## config.mk

```make
export PLATFORM = sky130hd
export DESIGN_NAME = pc_unit
export DESIGN_NICKNAME = d
export VERILOG_FILES = /design/src/rtl/pc_unit.sv
export SDC_FILE = /design/constraint.sdc
export NUM_CORES = 1
export LEC_CHECK = 0
export ABC_AREA = 1
export ABC_CLOCK_PERIOD_IN_PS = 2480
export CORE_UTILIZATION = 60
export CTS_CLUSTER_SIZE = 14
export DETAILED_ROUTE_END_ITERATION = 16
export PLACE_DENSITY = 0.9
export SLEW_MARGIN = 10
export SYNTH_ARGS = -nofsm -noshare
export SYNTH_HDL_FRONTEND = slang
export SYNTH_SLANG_ARGS = --single-unit
export TNS_END_PERCENT = 20
```

## constraint.sdc

```tcl
create_clock -name clk -period 2.48 [get_ports clk]
set_input_delay 0.248 -clock clk [delete_from_list [all_inputs] [get_ports clk]]
set_output_delay 0.248 -clock clk [all_outputs]
set_load 0.01 [all_outputs]
```

## src/rtl/pc_unit.sv

```systemverilog
// Program counter with trap/exception return and a circular return-address stack.
// All state is registered; only misaligned is derived combinationally from pc.
module pc_unit #(
    parameter int unsigned       WIDTH     = 16,
    parameter int unsigned       STEP      = 4,
    parameter logic [WIDTH-1:0]  RESET_VEC = '0,
    parameter logic [WIDTH-1:0]  TRAP_VEC  = WIDTH'(16'h0010),
    parameter int unsigned       RAS_DEPTH = 4
) (
    input  logic                         clk,
    input  logic                         reset,
    input  logic                         stall,
    input  logic                         redirect,
    input  logic [WIDTH-1:0]             redirect_target,
    input  logic                         call,
    input  logic                         ret,
    input  logic                         trap,
    input  logic                         trap_ret,
    output logic [WIDTH-1:0]             pc,
    output logic [WIDTH-1:0]             epc,
    output logic [$clog2(RAS_DEPTH):0]   ras_count,
    output logic                         ras_empty,
    output logic                         ras_full,
    output logic                         misaligned
);

    localparam int unsigned PW = $clog2(RAS_DEPTH);
    localparam int unsigned CW = PW + 1;
    localparam logic [CW-1:0]    DEPTH_C = CW'(RAS_DEPTH);
    localparam logic [WIDTH-1:0] STEP_W  = WIDTH'(STEP);

    logic [WIDTH-1:0] pc_q, pc_d;
    logic [WIDTH-1:0] epc_q, epc_d;
    logic [PW-1:0]    top_q, top_d;
    logic [CW-1:0]    cnt_q, cnt_d;
    logic [WIDTH-1:0] ras_q [RAS_DEPTH];
    logic [WIDTH-1:0] ras_d [RAS_DEPTH];

    logic [WIDTH-1:0] seq_pc;
    logic             do_push;
    logic             do_pop;
    logic             do_replace;
    logic             stack_nonempty;

    assign seq_pc         = pc_q + STEP_W;
    assign stack_nonempty = (cnt_q != '0);

    always_comb begin
        pc_d       = pc_q;
        epc_d      = epc_q;
        do_push    = 1'b0;
        do_pop     = 1'b0;
        do_replace = 1'b0;

        if (trap) begin
            epc_d = pc_q;
            pc_d  = TRAP_VEC;
        end else if (trap_ret) begin
            pc_d = epc_q;
        end else if (stall) begin
            pc_d = pc_q;
        end else if (ret) begin
            if (stack_nonempty) begin
                pc_d = ras_q[top_q];
                // ret+call swaps the top in place so the depth is unchanged
                if (call && redirect) begin
                    do_replace = 1'b1;
                end else begin
                    do_pop = 1'b1;
                end
            end else begin
                pc_d    = redirect_target;
                do_push = call && redirect;
            end
        end else if (redirect) begin
            pc_d    = redirect_target;
            do_push = call;
        end else begin
            pc_d = seq_pc;
        end
    end

    always_comb begin
        top_d = top_q;
        cnt_d = cnt_q;
        ras_d = ras_q;

        // Full push advances the pointer onto the oldest slot, overwriting it
        if (do_push) begin
            top_d        = top_q + 1'b1;
            ras_d[top_d] = seq_pc;
            if (cnt_q != DEPTH_C) begin
                cnt_d = cnt_q + 1'b1;
            end
        end else if (do_pop) begin
            top_d = top_q - 1'b1;
            cnt_d = cnt_q - 1'b1;
        end else if (do_replace) begin
            ras_d[top_q] = seq_pc;
        end
    end

    always_ff @(posedge clk or negedge reset) begin
        if (!reset) begin
            pc_q  <= RESET_VEC;
            epc_q <= '0;
            top_q <= '0;
            cnt_q <= '0;
            for (int unsigned i = 0; i < RAS_DEPTH; i++) begin
                ras_q[i] <= '0;
            end
        end else begin
            pc_q  <= pc_d;
            epc_q <= epc_d;
            top_q <= top_d;
            cnt_q <= cnt_d;
            for (int unsigned i = 0; i < RAS_DEPTH; i++) begin
                ras_q[i] <= ras_d[i];
            end
        end
    end

    assign pc         = pc_q;
    assign epc        = epc_q;
    assign ras_count  = cnt_q;
    assign ras_empty  = (cnt_q == '0);
    assign ras_full   = (cnt_q == DEPTH_C);
    assign misaligned = ((pc_q & (STEP_W - 1'b1)) != '0);

endmodule

```

* Word level (Yosys, flattened, before mapping)
Index checks and enable logic that the tools add are counted.
Storage, ports and cells: flip-flop bits (word level) 101, input port bits 24, output and inout bits 38
Cells by class: add/subtract/negate cells 5, magnitude comparators 4, eq/ne operators 5, mux-type cells 41, bitwise operators 2, reduce and logical (&&, ||, !) cells 10
Operators with widths (number):
- 64-bit 2-to-1 mux | 3
- 16-bit 2-to-1 mux | 10
- 64-bit bitwise mux | 2
- 16-bit demux with 2-bit select | 2
- 16-bit binary-select mux with 2-bit select | 1
- 1-bit 2-to-1 mux | 18
- 16-bit by 3-bit adder with 16-bit output, second input constant | 1
- 16-bit nonzero test | 1
- 3-bit 2-to-1 mux | 3
- 3-bit greater-or-equal comparator, second input constant | 2
- 3-bit by 1-bit < comparator with 1-bit output, second input constant | 2
- 2-bit NOT with 3-bit output | 2
- 2-bit 2-to-1 mux | 2
- 2-bit AND reduction | 2
- 2-bit nonzero test | 2
- 3-bit by 1-bit adder with 3-bit output, second input constant | 1
- 3-bit == test, second input constant | 1
- 1-bit logical AND | 3
- 3-bit logical NOT | 1
- 3-bit by 1-bit inequality test with 1-bit output, second input constant | 1
- 3-bit inequality test, second input constant | 1
- 3-bit nonzero test | 1
- 3-bit by 1-bit subtractor with 3-bit output, second input constant | 1
- 2-bit by 1-bit adder with 2-bit output, second input constant | 1
- other kinds (3) | 3

* Logic depth before layout (Yosys ltp)
Gate-level depths: netlist (run 1).
word-level depth 10, depth in mapped cells 11, depth with buffers taken out 11

* Worst setup path before layout (run 1)
No wires, ideal clock.
path type reg2reg, start point register cnt_q[2], in the netlist ras_count[2], end point register cnt_q[2], in the netlist ras_count[2], data arrival time 1.569 ns, required time 2.363 ns, slack 0.794 ns, cell stages (with the launch flop) 11, path buffers 0, period minus slack after synthesis 1.686 ns, cell sequence dfrtp_1 inv_1 nand2_4 nand2_8 nand2_1 inv_1 fa_1 nand3_1 nand3_1 nand2_1 nand2_1
Between the ends: cells in the longest elaborated chain, start to end 8, elaborated cells on any way between the ends 20, those cells by class 2 x add/sub; 2 x eq/ne; 13 x mux; 3 x reduce/logical
Ends and longest elaborated chain:
- from (decl) | RTL line 35 | logic [CW-1:0] cnt_q, cnt_d;
- from (signal assigned) | RTL line 116 | cnt_q <= cnt_d;
- 3-bit nonzero test | RTL line 46 | assign stack_nonempty = (cnt_q != '0);
- 1-bit 2-to-1 mux | RTL line 63 | if (stack_nonempty) begin
- 1-bit 2-to-1 mux | RTL line 62 | end else if (ret) begin
- 1-bit 2-to-1 mux | RTL line 60 | end else if (stall) begin
- 1-bit 2-to-1 mux | RTL line 58 | end else if (trap_ret) begin
- 1-bit 2-to-1 mux | RTL line 55 | if (trap) begin
- 2-bit by 1-bit inequality test with 1-bit output (no line) / 2-bit nonzero test (equally long branches)
- 2-bit AND reduction (no line)
Parallel ways exist; a longest one is shown, timed or not. The select of a mux whose other input is x is not followed. A chain may end at the register's enable or synchronous reset.

* Worst setup path in the final report (run 1)
start point register cnt_q[1], in the netlist ras_count[1], end point output ras_empty
Between the ends: cells in the longest elaborated chain, start to end 1
Ends and longest elaborated chain:
- 3-bit logical NOT | RTL line 126 | assign ras_empty = (cnt_q == '0);
- to (decl) | RTL line 22 | output logic ras_empty,
Every way passes these cells.

==> reports/summary.txt, run 1 <==
Ys Warns -> 0
Number of iterations in the first detailed-routing pass -> 12
Average detailed-routed wire length per instance -> 15.9 µm
Setup TNS Final -> 0 ns
Vias per cell -> 5.79
Finished Layout Cells -> 899
Clock tree root buffer cell -> sky130_fd_sc_hd__clkbuf_8
Total Routed Length -> 14300 µm
DIE AREA -> 0.00965 mm²
Wire length of the first global-routing pass -> 23900 µm
TritonCTS Sinks -> 101
Slew margin rel. -> 51.3%
Number of H-tree levels -> 3
Number of cell instances on the worst register-to-register path -> 10
Fill cells -> 630
Final estimated routing congestion in global placement -> 0.921
Crit path capture type -> output port
Register clock-pin slew on the reported worst setup and hold paths -> 0.09 ns
Die Height -> 98.3 µm
Starting density of the core -> 62.8%
Minimum clock period after layout -> 2.36 ns
Ratio of cells with drive above 1 in the final layout -> 7.96%
Core area -> 0.00885 mm²
Critical-path cell with the highest stage delay -> sky130_fd_sc_hd__clkdlybuf4s50_1
Logic depth of the worst setup path including buffers -> 4
Worst Setup Slack, final -> 0.117 ns
Crit path arrival time -> 2.11 ns
Capture point of the worst reg-to-reg path -> ras_count[2]
Area of all placed cells without fillers -> 0.00642 mm²
Met2 capacity usage during global routing -> 49.3%
Largest net degree at the start of global routing -> 48
MaxCap Viol Count -> 0
Violated checks -> DRC
Met1 Usage GRT -> 43.7%
Standard-cell row count -> 34
Largest area contributor in the netlist -> sky130_fd_sc_hd__dfrtp_1
Final worst-path cycle share -> 95.3%
Worst-case clock skew -> 0.0100 ns
Number of register bits inferred by synthesis -> 101
Count of unique library cells instantiated by Yosys -> 36
CTS Buffer Depth -> 2
Global route overflow -> 0
I/O pin total -> 62
Critical path buffer and inverter count -> 2
Antenna Diode Count -> 0
R2r startpoint -> ras_count[2]
Kind of cell adding the most delay to the critical path -> buffers and inverters
Syn Inst Count -> 734
Max rail drop VDD -> 0.000415 V
Peak Freq -> 423 MHz
Initial DRC count -> 692
Post-Synthesis Cell Area -> 0.00556 mm²
CTS tree -> built
Startpoint types -> flop
Largest stage delay on the critical path -> 0.56 ns
Synth top area share -> 45.5%
Hold Path Class -> input pin to asynchronous set/reset pin
Sequential fraction of the synthesis area -> 45.5%
Placed cell area -> 0.00621 mm²
Die span in x -> 98.3 µm
Final setup violation count -> 0
Dominant cells by area after synthesis -> sky130_fd_sc_hd__dfrtp_1 (45%), sky130_fd_sc_hd__nand2_1 (18%), sky130_fd_sc_hd__nand3_1 (6.4%)
Global router's overall resource usage -> 31.1%
Setup slack of the worst register-to-register path -> 0.41 ns
Final ANT Viol Nets -> 0
Most frequent cells in the layout -> sky130_fd_sc_hd__nand2_1 (272), sky130_fd_sc_hd__dfrtp_1 (101), sky130_fd_sc_hd__nand3_1 (71), sky130_fd_sc_hd__inv_1 (61), sky130_fd_sc_hd__clkdlybuf4s50_1 (60)
Synthesis-to-layout area growth -> 15.4%
DRC violation count after routing -> 2
Most frequent standard cell in the layout excluding fill and tap cells -> sky130_fd_sc_hd__nand2_1
Leakage -> 3.11 nW
Nets -> 818
Antenna violations before repair -> 0
Most congested layer reported by global routing -> met2
Global-route met3 utilization -> 4.80%
CTS buffer count -> 9
Clock latency on the worst-skew pair -> 0.37 ns
Final hold violations -> 0
Pwr Density -> 808 mW/mm²
Fin. max-slew vios -> 0
Port Buffers -> 61
Post-Syn Nets -> 766
List of cells traversed by the critical path -> nor2_4, nand2_4, clkinvlp_4, clkdlybuf4s50_1
HPWL Detailed -> 9910 µm
Crit path max fanout -> 24
Least-Margin Pin Slew -> 0.729 ns
Dpl ws -> 0.232 ns
Power consumption -> 5.18 mW
RSZ-0062 raised after global routing -> no
Worst path required time -> 2.23 ns
Outcome -> finished, violations left
Via count of the first global-routing pass -> 4879
Overall via count from detail_route -> 5206
Number of buffers inserted to repair setup after CTS -> 0
Avg Synthesized Cell Area -> 7.57 µm²
Critical path start-end classification -> flop to output port
Cell total after placement -> 882
layout make-up:
type | instances | area, µm² | area share (%)
clock buffer | 12 | 135 | 2.11
clock inverter | 4 | 56.3 | 0.878
inverter | 70 | 272 | 4.23
multi-input combinational | 530 | 2540 | 39.7
sequential | 101 | 2530 | 39.4
tap | 108 | 135 | 2.11
timing repair buffer | 74 | 746 | 11.6
flip-flops by register name, summed over array words and instances, names as in the netlist:
name and cells:
ras_q 64, epc 16, pc 16, ras_count 3
top_q 2
metal layers:
metal | vias up | share of wire (%)
li1 | 2444 | -
met1 | 2419 | 42
met2 | 297 | 47
met3 | 46 | 8.4
met4 | 0 | 2.6
met5 | - | 0
through the flow:
stage	util, %	hold slack (ns)
global placement	70.2	0.297
finish	72.5	0.419
floorplan	-	-0.0476
global route	72.5	0.470
detailed placement	70.2	0.301
CTS	72.5	0.450
synth_stat cells, drive strengths merged:
| cell type | instances |
|---|---|
| o22ai | 11 |
| and2 | 5 |
| clkinv | 3 |
| o21ai | 86 |
| inv | 67 |
| ha | 7 |
| clkbuf | 6 |
| nand2 | 282 |
| nor2 | 35 |
| a211oi | 1 |
| nand3 | 76 |
| o211ai | 2 |
| xor2 | 4 |
| nand4 | 5 |
| fa | 1 |
| a21oi | 14 |
| dfrtp | 101 |
| buf | 27 |
| xnor2 | 1 |
how the worst max path moves through the flow:
stage / startpoint / to / slack [ns]
2_1_floorplan: ras_count[2] / ras_count[2] / 0.79
3_3_place_gp: trap_ret / ras_count[2] / 0.31
3_5_place_dp: trap_ret / ras_count[1] / 0.23
4_1_cts: ras_count[1] / ras_empty / 0.07
5_1_grt: ras_count[1] / ras_empty / 0.02
6_report: ras_count[1] / ras_empty / 0.12
report_power, final:
group | switching [mW] | internal (mW)
combinational | 1.23 | 0.715
clock | 0.587 | 0.478
sequential | 0.242 | 1.93
cell families after synthesis:
group,after synthesis,share of synthesized area (%)
simple gates,403,32.0
compound gates,114,11.1
buf+inv,103,8.76
flops,101,45.5
fa+ha+maj,8,1.94
xor+xnor,5,0.788
repair_timing:
action	in CTS	in global routing
resized for setup	0	1
endpoints found under the setup margin	0	1
hold buffers	1	0
hold endpoints to repair	45	0
No activity file was read; power rests on OpenSTA's default activity.
==> inputs of run 2 (changes only) <==
--- a/config.mk
+++ b/config.mk
@@ -11,6 +11,7 @@
 export CTS_CLUSTER_SIZE = 14
 export DETAILED_ROUTE_END_ITERATION = 16
 export PLACE_DENSITY = 0.9
+export REMOVE_ABC_BUFFERS = 1
 export SLEW_MARGIN = 10
 export SYNTH_ARGS = -nofsm -noshare
 export SYNTH_HDL_FRONTEND = slang
==> run 2 against run 1 <==
  * The run now ends clean
  * Setup slack worse by 0.019 ns
  * Combinational power is essentially flat
  * Non-clock buffer count grew 1
  * Clock-buffer cell count shrank 3
  * Global-route usage increased by 0.86 points
  * Final area decreased by 0.12%
  * Via count is 0.48% higher
  * Cell count is the same
  * Critical path type unchanged
  * Highest routed layer unchanged
==> reports/summary.txt, run 2 (synthesized netlist as in run 1, its figures left out) <==
Placed cell area -> 0.00621 mm²
Sequential cell area in the final layout -> 0.00253 mm²
Max rail drop VDD -> 0.000398 V
Most frequent standard cell in the layout excluding fill and tap cells -> sky130_fd_sc_hd__nand2_1
Finished Layout Cells -> 899
Largest reg by FF count -> ras_q
Global router's overall resource usage -> 32.0%
Leakage -> 3.11 nW
Hold Slack -> 0.488 ns
Final hold violations -> 0
Starting density of the core -> 62.8%
Fin. max-slew vios -> 0
Outcome -> finished, final reports clean
MaxCap Viol Count -> 0
Cell total after placement -> 883
Number of H-tree levels -> 3
DRC violation count after routing -> 0
Worst path required time -> 2.23 ns
Average detailed-routed wire length per instance -> 16.0 µm
Final estimated routing congestion in global placement -> 0.870
TritonCTS Sinks -> 101
Nets -> 819
Multi-input logic area -> 0.00254 mm²
Crit path capture type -> output port
Startpoint types -> flop
Ratio of cells with drive above 1 in the final layout -> 8.34%
Most frequent cells in the layout -> sky130_fd_sc_hd__nand2_1 (272), sky130_fd_sc_hd__dfrtp_1 (101), sky130_fd_sc_hd__nand3_1 (71), sky130_fd_sc_hd__inv_1 (61), sky130_fd_sc_hd__clkdlybuf4s50_1 (60)
Initial DRC count -> 533
Antenna Diode Count -> 0
Least-Margin Pin Slew -> 0.786 ns
Vias per cell -> 5.82
Critical path start-end classification -> flop to output port
Register clock-pin slew on the reported worst setup and hold paths -> 0.10 ns
Port Buffers -> 61
Share of the core filled with cells in the final layout -> 72.4%
Fill cells -> 662
Hold Path Class -> input pin to asynchronous set/reset pin
Synthesis-to-layout area growth -> 15.3%
Slew margin rel. -> 47.6%
Number of flip-flops in the largest register -> 64
Die Height -> 98.3 µm
Clock latency on the worst-skew pair -> 0.37 ns
Minimum clock period after layout -> 2.38 ns
Worst-case clock skew -> 0.0138 ns
Overall via count from detail_route -> 5231
Area of all placed cells without fillers -> 0.00641 mm²
Pwr Density -> 805 mW/mm²
Core area -> 0.00885 mm²
Via count of the first global-routing pass -> 5159
CTS tree -> built
Clock tree root buffer cell -> sky130_fd_sc_hd__clkbuf_8
Global route overflow -> 0
Final ANT Viol Nets -> 0
Total Routed Length -> 14300 µm
Largest net degree at the start of global routing -> 62
Final setup violation count -> 0
CTS Buffer Depth -> 2
CTS buffer count -> 9
Die span in x -> 98.3 µm
I/O pin total -> 62
DIE AREA -> 0.00965 mm²
Final worst-path cycle share -> 96.0%
Number of iterations in the first detailed-routing pass -> 7
Wire length of the first global-routing pass -> 24500 µm
RSZ-0062 raised after global routing -> no
Standard-cell row count -> 34
Crit path max fanout -> 24
HPWL Detailed -> 10200 µm
Antenna violations before repair -> 0
Power consumption -> 5.16 mW
Crit path arrival time -> 2.13 ns
Number of buffers inserted to repair setup after CTS -> 0
Peak Freq -> 420 MHz
==> run 2: layout make-up <==
| cell class | instances | share of cell area [%] |
|---|---|---|
| inverters | 70 | 4.24 |
| multi-input cells | 530 | 39.7 |
| well taps | 108 | 2.11 |
| clock buffers | 9 | 1.93 |
| clock inverters | 6 | 1.02 |
| repair buffers | 75 | 11.6 |
| flip-flops and latches | 101 | 39.4 |
==> run 2: critical path, cell delays in order, from the launching register on <==
cell and delay (ns):
sky130_fd_sc_hd__dfrtp_1 0.45, sky130_fd_sc_hd__nor2_4 0.25, sky130_fd_sc_hd__nand2_4 0.26, sky130_fd_sc_hd__clkinvlp_4 0.24, sky130_fd_sc_hd__clkdlybuf4s50_1 0.57
==> run 2: worst paths after layout <==
check	from	cells past startpoint	endpoint	slack, ns
worst min register to register	ras_q[63]	2	ras_q[63]	0.49
worst max register to register	ras_count[2]	10	ras_count[2]	0.29
max in group asynchronous	reset	3	ras_q[60]	1.28
min in group clk	ras_q[63]	2	ras_q[63]	0.49
worst max-delay path	ras_count[1]	4	ras_empty	0.1
worst min-delay path	reset	2	ras_q[48]	0.49
==> run 2: report_power, final <==
group / switching [mW] / internal, mW / leakage (nW)
Sequential: 0.236 / 1.93 / 1.36
Combinational: 1.23 / 0.727 / 1.65
Clock: 0.572 / 0.461 / 0.0950
Total: 2.04 / 3.12 / 3.11
==> run 2: metal layers <==
layer	wire length [µm]	GRT usage, %	part of all wire [%]	vias up
met1	6100	42.7	43	2469
met3	1220	6.08	8.5	38
li1	-	-	-	2449
met4	286	11.4	2.0	0
met2	6740	52.4	47	275
met5	0	0	0	-
==> run 2: what timing repair did <==
item,in CTS,in global routing
endpoints found under the hold margin,59,0
endpoints found under the setup margin,0,1
hold buffers,1,0
resized for setup,0,1
==> run 2: metrics by stage <==
| step | setup slack, ns | setup TNS [ns] |
|---|---|---|
| detailed placement | 0.279 | 0 |
| global placement | 0.390 | 0 |
| global route | 0.0212 | 0 |
| finish | 0.0986 | 0 |
| floorplan | -0.0997 | -0.640 |
| CTS | 0.0418 | 0 |
